File: src/rtl/apb_regfile_pkg.sv
// Shared types and helpers for the APB register file and related completers.
package apb_regfile_pkg;

    typedef enum logic {
        IDLE,
        ACCESS
    } state_t;

    localparam int WCNT_W = 4;

    function automatic logic addr_valid(input logic [31:0] paddr, input int num_regs);
        return paddr < 32'(num_regs);
    endfunction

endpackage

File: src/rtl/apb_wait_ctr.sv
// Loadable down-counter with a zero flag; counts APB wait states and saturates at zero.
module apb_wait_ctr
    import apb_regfile_pkg::*;
#(
    parameter int W = WCNT_W
) (
    input  logic         clk,
    input  logic         rst,
    input  logic         load,
    input  logic [W-1:0] load_val,
    input  logic         dec,
    output logic         zero
);

    logic [W-1:0] count;

    // A load takes priority over a decrement so a new setup always restarts the count.
    always_ff @(posedge clk or posedge rst) begin
        if (rst) begin
            count <= '0;
        end else if (load) begin
            count <= load_val;
        end else if (dec && (count != '0)) begin
            count <= count - W'(1);
        end
    end

    assign zero = (count == '0);

endmodule

File: src/rtl/apb_regfile.sv
// Parametrised APB3 completer register file with wait states, error response and
// a hardware update port for status registers.
module apb_regfile
    import apb_regfile_pkg::*;
#(
    parameter int                    DATA_W      = 8,
    parameter int                    ADDR_W      = 3,
    parameter int                    NUM_REGS    = 4,
    parameter int                    WAIT_STATES = 0,
    parameter logic [NUM_REGS-1:0]   RO_MASK     = '0
) (
    input  logic                         pclk,
    input  logic                         preset,
    input  logic                         psel,
    input  logic                         penable,
    input  logic                         pwrite,
    input  logic [ADDR_W-1:0]            paddr,
    input  logic [DATA_W-1:0]            pwdata,
    output logic                         pready,
    output logic [DATA_W-1:0]            prdata,
    output logic                         pslverr,
    input  logic [NUM_REGS-1:0]          hw_we,
    input  logic [NUM_REGS*DATA_W-1:0]   hw_wdata,
    output logic [NUM_REGS*DATA_W-1:0]   reg_q
);

    state_t            state;
    logic              setup;
    logic              wait_zero;
    logic              in_range;
    logic              ro_hit;
    logic              err;
    logic              commit_wr;
    logic [DATA_W-1:0] rd_val;
    logic [DATA_W-1:0] regs [NUM_REGS];

    assign setup = psel && !penable;

    apb_wait_ctr #(.W(WCNT_W)) u_wait_ctr (
        .clk      (pclk),
        .rst      (preset),
        .load     (setup),
        .load_val (WCNT_W'(WAIT_STATES)),
        .dec      ((state == ACCESS) && psel && penable),
        .zero     (wait_zero)
    );

    // A setup in either state (re)starts the access; dropping psel aborts it.
    always_ff @(posedge pclk or posedge preset) begin
        if (preset) begin
            state <= IDLE;
        end else begin
            case (state)
                IDLE:    if (setup) state <= ACCESS;
                ACCESS:  if (!psel || (penable && wait_zero)) state <= IDLE;
                default: state <= IDLE;
            endcase
        end
    end

    // Decode by comparison rather than indexing so unmapped addresses never reach past the arrays.
    always_comb begin
        ro_hit = 1'b0;
        rd_val = '0;
        for (int i = 0; i < NUM_REGS; i++) begin
            if (paddr == ADDR_W'(i)) begin
                ro_hit = RO_MASK[i];
                rd_val = regs[i];
            end
        end
    end

    assign in_range  = addr_valid(32'(paddr), NUM_REGS);
    assign err       = !in_range || (pwrite && ro_hit);
    assign pready    = (state == ACCESS) && psel && penable && wait_zero;
    assign pslverr   = pready && err;
    assign prdata    = (pready && !pwrite && in_range) ? rd_val : '0;
    assign commit_wr = pready && pwrite && !err;

    // An APB write to a register beats a simultaneous hardware update of the same register.
    always_ff @(posedge pclk or posedge preset) begin
        if (preset) begin
            for (int i = 0; i < NUM_REGS; i++) regs[i] <= '0;
        end else begin
            for (int i = 0; i < NUM_REGS; i++) begin
                if (commit_wr && (paddr == ADDR_W'(i))) begin
                    regs[i] <= pwdata;
                end else if (hw_we[i]) begin
                    regs[i] <= hw_wdata[i*DATA_W +: DATA_W];
                end
            end
        end
    end

    always_comb begin
        reg_q = '0;
        for (int i = 0; i < NUM_REGS; i++) reg_q[i*DATA_W +: DATA_W] = regs[i];
    end

endmodule

File: config.mk
export PLATFORM = sky130hd
export DESIGN_NAME = apb_regfile
export DESIGN_NICKNAME = d
export VERILOG_FILES = /design/src/rtl/apb_regfile_pkg.sv /design/src/rtl/apb_wait_ctr.sv /design/src/rtl/apb_regfile.sv
export SDC_FILE = /design/constraint.sdc
export NUM_CORES = 1
export LEC_CHECK = 0
export CAP_MARGIN = 20
export CORE_MARGIN = 2
export CORE_UTILIZATION = 45
export CTS_BUF_LIST = sky130_fd_sc_hd__clkbuf_4 sky130_fd_sc_hd__clkbuf_8
export CTS_CLUSTER_DIAMETER = 50
export DETAILED_ROUTE_END_ITERATION = 8
export GPL_ROUTABILITY_DRIVEN = 1
export PLACE_DENSITY = 0.84
export SETUP_SLACK_MARGIN = 0.1
export SYNTH_ARGS = -nofsm -noshare
export SYNTH_HDL_FRONTEND = slang
export SYNTH_SLANG_ARGS = --single-unit
File: constraint.sdc
create_clock -name pclk -period 2.5 [get_ports pclk]
set_input_delay 0.625 -clock pclk [delete_from_list [all_inputs] [get_ports pclk]]
set_output_delay 0.625 -clock pclk [all_outputs]
set_load 0.05 [all_outputs]
==> flow_metrics.env <==
export IMPL_hold_violations=0
export IMPL_grt_first_pass_wirelength_um=10000
export IMPL_total_leakage_power_nw=1.50
export IMPL_syn_nets=212
export IMPL_fin_crit_ns=2.30
export IMPL_pwr_share_clk=0.276
export IMPL_cts_root_buf="clkbuf_8"
export IMPL_clk_latency_ns=0.28
export IMPL_clkTransAtPathRegs_ns=0.08
export IMPL_io_buffers=93
export IMPL_grt_use_total=0.249
export IMPL_skew_ns=0.00619
export IMPL_crit_type="reg2out"
export IMPL_reg2reg_depth=6
export IMPL_p_sw_mw=0.640
export IMPL_dr_first_iter_drc_count=75
export IMPL_worst_slack_ns=0.200
export IMPL_cts_tree="yes"
export IMPL_max_cap_violations=0
export IMPL_dp_cells=326
export IMPL_die_area_sq_um=5540
export IMPL_core_sq_um=4750
export IMPL_vias_per_cell=5.30
export IMPL_diodes=0
export IMPL_wire_per_inst_um=19.2
export IMPL_final_nets=325
export IMPL_slew_viol_final=0
export IMPL_seq_area_frac_synth=0.415
export IMPL_fmax_mhz=435
export IMPL_whs_endpoint="u_wait_ctr.count[3]$_DFFE_PP0P_"
export IMPL_antenna_found_initial=0
export IMPL_detail_route_wirelength_um=6540
export IMPL_drtPass1Iterations=4
export IMPL_irDropWorstVdd_mv=0.398
export IMPL_synth_seq_cells=37
export IMPL_finalPower_mw=1.99
export IMPL_max_stage_delay_ns=0.40
export IMPL_synth_cells=159
export IMPL_status="finished, final reports clean"
export IMPL_row_count=25
export IMPL_antenna_left=0
export IMPL_whs_path_depth=1
export IMPL_yosysWarnings=0
export IMPL_combPwrFrac=0.362
export IMPL_die_x_um=74.4
export IMPL_p_int_mw=1.35
export IMPL_cts_buffers=5
export IMPL_reg2reg_to="reg_q[25]$_DFFE_PP0P_"
export IMPL_layout_drive_gt1_share=0.498
export IMPL_rsz0062_at_grt="no"
export IMPL_grt_max_degree=38
export IMPL_timing_hold_ws_ns=0.571
export IMPL_netlist_area_sq_um=2230
export IMPL_layout_cells_non_filler=340
export IMPL_clkSinkCount=37
export IMPL_post_route_drc_count=0
export IMPL_power_density_nw_per_um2=546
export IMPL_clockBufferDepth=2
export IMPL_switching_share=0.321
export IMPL_synth_avg_cell_area_sq_um=14.0
export IMPL_final_area_sq_um=3640
export IMPL_crit_chain="inv_2, ha_4, and4_4, nand3_4, buf_12, nor2b_4, buf_8"
export IMPL_period_share=0.920
export IMPL_grt_pass1_vias=1929
export IMPL_areaGrowthSynthToFinish_pct=63.2
export IMPL_crit_path_end_kind="output pin"
export IMPL_r2r_slack_ns=0.73
export IMPL_worstPathArrival_ns=1.67
export IMPL_place_congestion=0.780
export IMPL_place_area_sq_um=3380
export IMPL_finalSetupViolations=0
export IMPL_num_fill_cells=323
export IMPL_start_kind="register"
export IMPL_io_pins=94
export IMPL_ctsHtreeMaxLevel=2
export IMPL_place_ws_ns=-0.321
export IMPL_hold_start="u_wait_ctr.count[3]$_DFFE_PP0P_"
export IMPL_die_h_um=74.4
export IMPL_synth_cell_types=31
export IMPL_initial_utilization=0.469
export IMPL_p_seq_frac=0.362
export IMPL_min_path_type="reg2reg"
export IMPL_grt_overflow=0
export IMPL_cp_buffers_inverters=3
export IMPL_dp_hpwl_um=4550
export IMPL_cp_required_ns=1.88
export IMPL_num_vias=1803
export IMPL_cp_max_fo=6
export IMPL_reg2reg_from="u_wait_ctr.count[1]$_DFFE_PP0P_"
export IMPL_cpMaxStageDelayCell="dfrtp_1"
export IMPL_critical_path_top_delay_family="simple AND/OR/NAND/NOR gates"
export IMPL_relSlewSlack=0.643
export IMPL_tightestPinTransition_ns=0.534
logic make-up after synthesis:
kind of cell / after synthesis / synth area share
muxes: 74 / 0.426
DFF: 37 / 0.415
and+or+nand+nor: 31 / 0.110
buffers and inverters: 12 / 0.0331
AOI/OAI and AO/OA: 4 / 0.0107
adders and majority gates: 1 / 0.00560
cell usage after synthesis:
master	n	area [sq um]
buf_1	3	11.3
ha_1	1	12.5
a21boi_0	1	7.51
mux2_2	64	721
nor3b_1	1	7.51
and4bb_2	2	25.0
nor2b_1	8	50.1
and3_1	1	6.26
and4_1	1	8.76
inv_1	5	18.8
nand3_2	3	30.0
or3_1	2	12.5
o21ai_0	2	10.0
nor4_1	1	6.26
o22ai_1	1	6.26
nand2_1	3	11.3
and2_1	1	6.26
buf_6	2	22.5
nand2b_1	1	6.26
nor4b_4	1	23.8
nand3_4	1	17.5
nand3b_1	1	7.51
and4b_2	1	11.3
buf_4	1	7.51
nor2_1	1	3.75
mux4_1	8	210
clkbuf_8	1	13.8
dfrtp_1	37	926
nor2_2	1	6.26
nand3_1	1	5.00
mux2i_1	2	20.0
per-stage QoR:
stage,TNS [ns],util
2_1_floorplan,-0.124,-
3_3_place_gp,-2.03,0.712
3_5_place_dp,-2.25,0.712
4_1_cts,0,0.765
5_1_grt,0,0.766
6_report,0,0.766
power by group through the flow:
stage               logic (mW)  clock network [mW]  registers, mW
floorplan                0.224                   0          0.904
global placement         0.668                   0          0.722
detailed placement       0.684                   0          0.725
CTS                      0.715               0.561          0.716
global route             0.760               0.580          0.726
finish                   0.721               0.549          0.720
cell type report:
type                            count  area, sq um  area share
Multi-Input combinational cell    110         1300       0.356
Timing Repair Buffer              113         1200       0.328
Tap cell                           67         83.8      0.0230
Inverter                            5         18.8     0.00515
Clock buffer                        7         90.1      0.0247
Clock inverter                      1         30.0     0.00824
Sequential cell                    37          926       0.254
how the worst max path moves through the flow:
stage	from	slack, ns	depth (start not counted)	to
after floorplan	penable	-0.02	4	prdata[0]
after CTS	paddr[1]	0.08	5	prdata[2]
after global placement	paddr[1]	-0.27	5	prdata[4]
after detailed placement	paddr[1]	-0.32	5	prdata[3]
final	u_wait_ctr.count[1]$_DFFE_PP0P_	0.20	7	prdata[2]
after global routing	u_wait_ctr.count[1]$_DFFE_PP0P_	0.13	7	prdata[2]
per-layer routing:
layer,wire (um),global-route usage,up-vias
li1,-,-,822
met5,0,0,-
met3,377,0.0556,6
met2,3370,0.430,74
met4,105,0.0873,0
met1,2680,0.307,901
state kept, by name (all words and copies together), names as in the netlist:
name              count
state                 1
reg_q                32
u_wait_ctr.count      4
cells in the final DEF (no fill, tap or decap), drive strengths merged, types with 3 or more instances in the layout:
cell | netlist | layout
buf | 6 | 32
clkbuf | 1 | 7
clkdlybuf4s50 | 0 | 77
dfrtp | 37 | 37
inv | 5 | 5
mux2 | 64 | 64
mux4 | 8 | 8
nand2 | 3 | 3
nand3 | 5 | 5
nor2b | 8 | 8
what timing repair did:
| action | in CTS | in global routing |
|---|---|---|
| endpoints found under the setup margin | 10 | 10 |
| pin swaps | 1 | 2 |
| hold buffers | 0 | 0 |
| resized for setup | 42 | 12 |
| setup buffers | 5 | 1 |
Power figures use the tool's default switching activity.
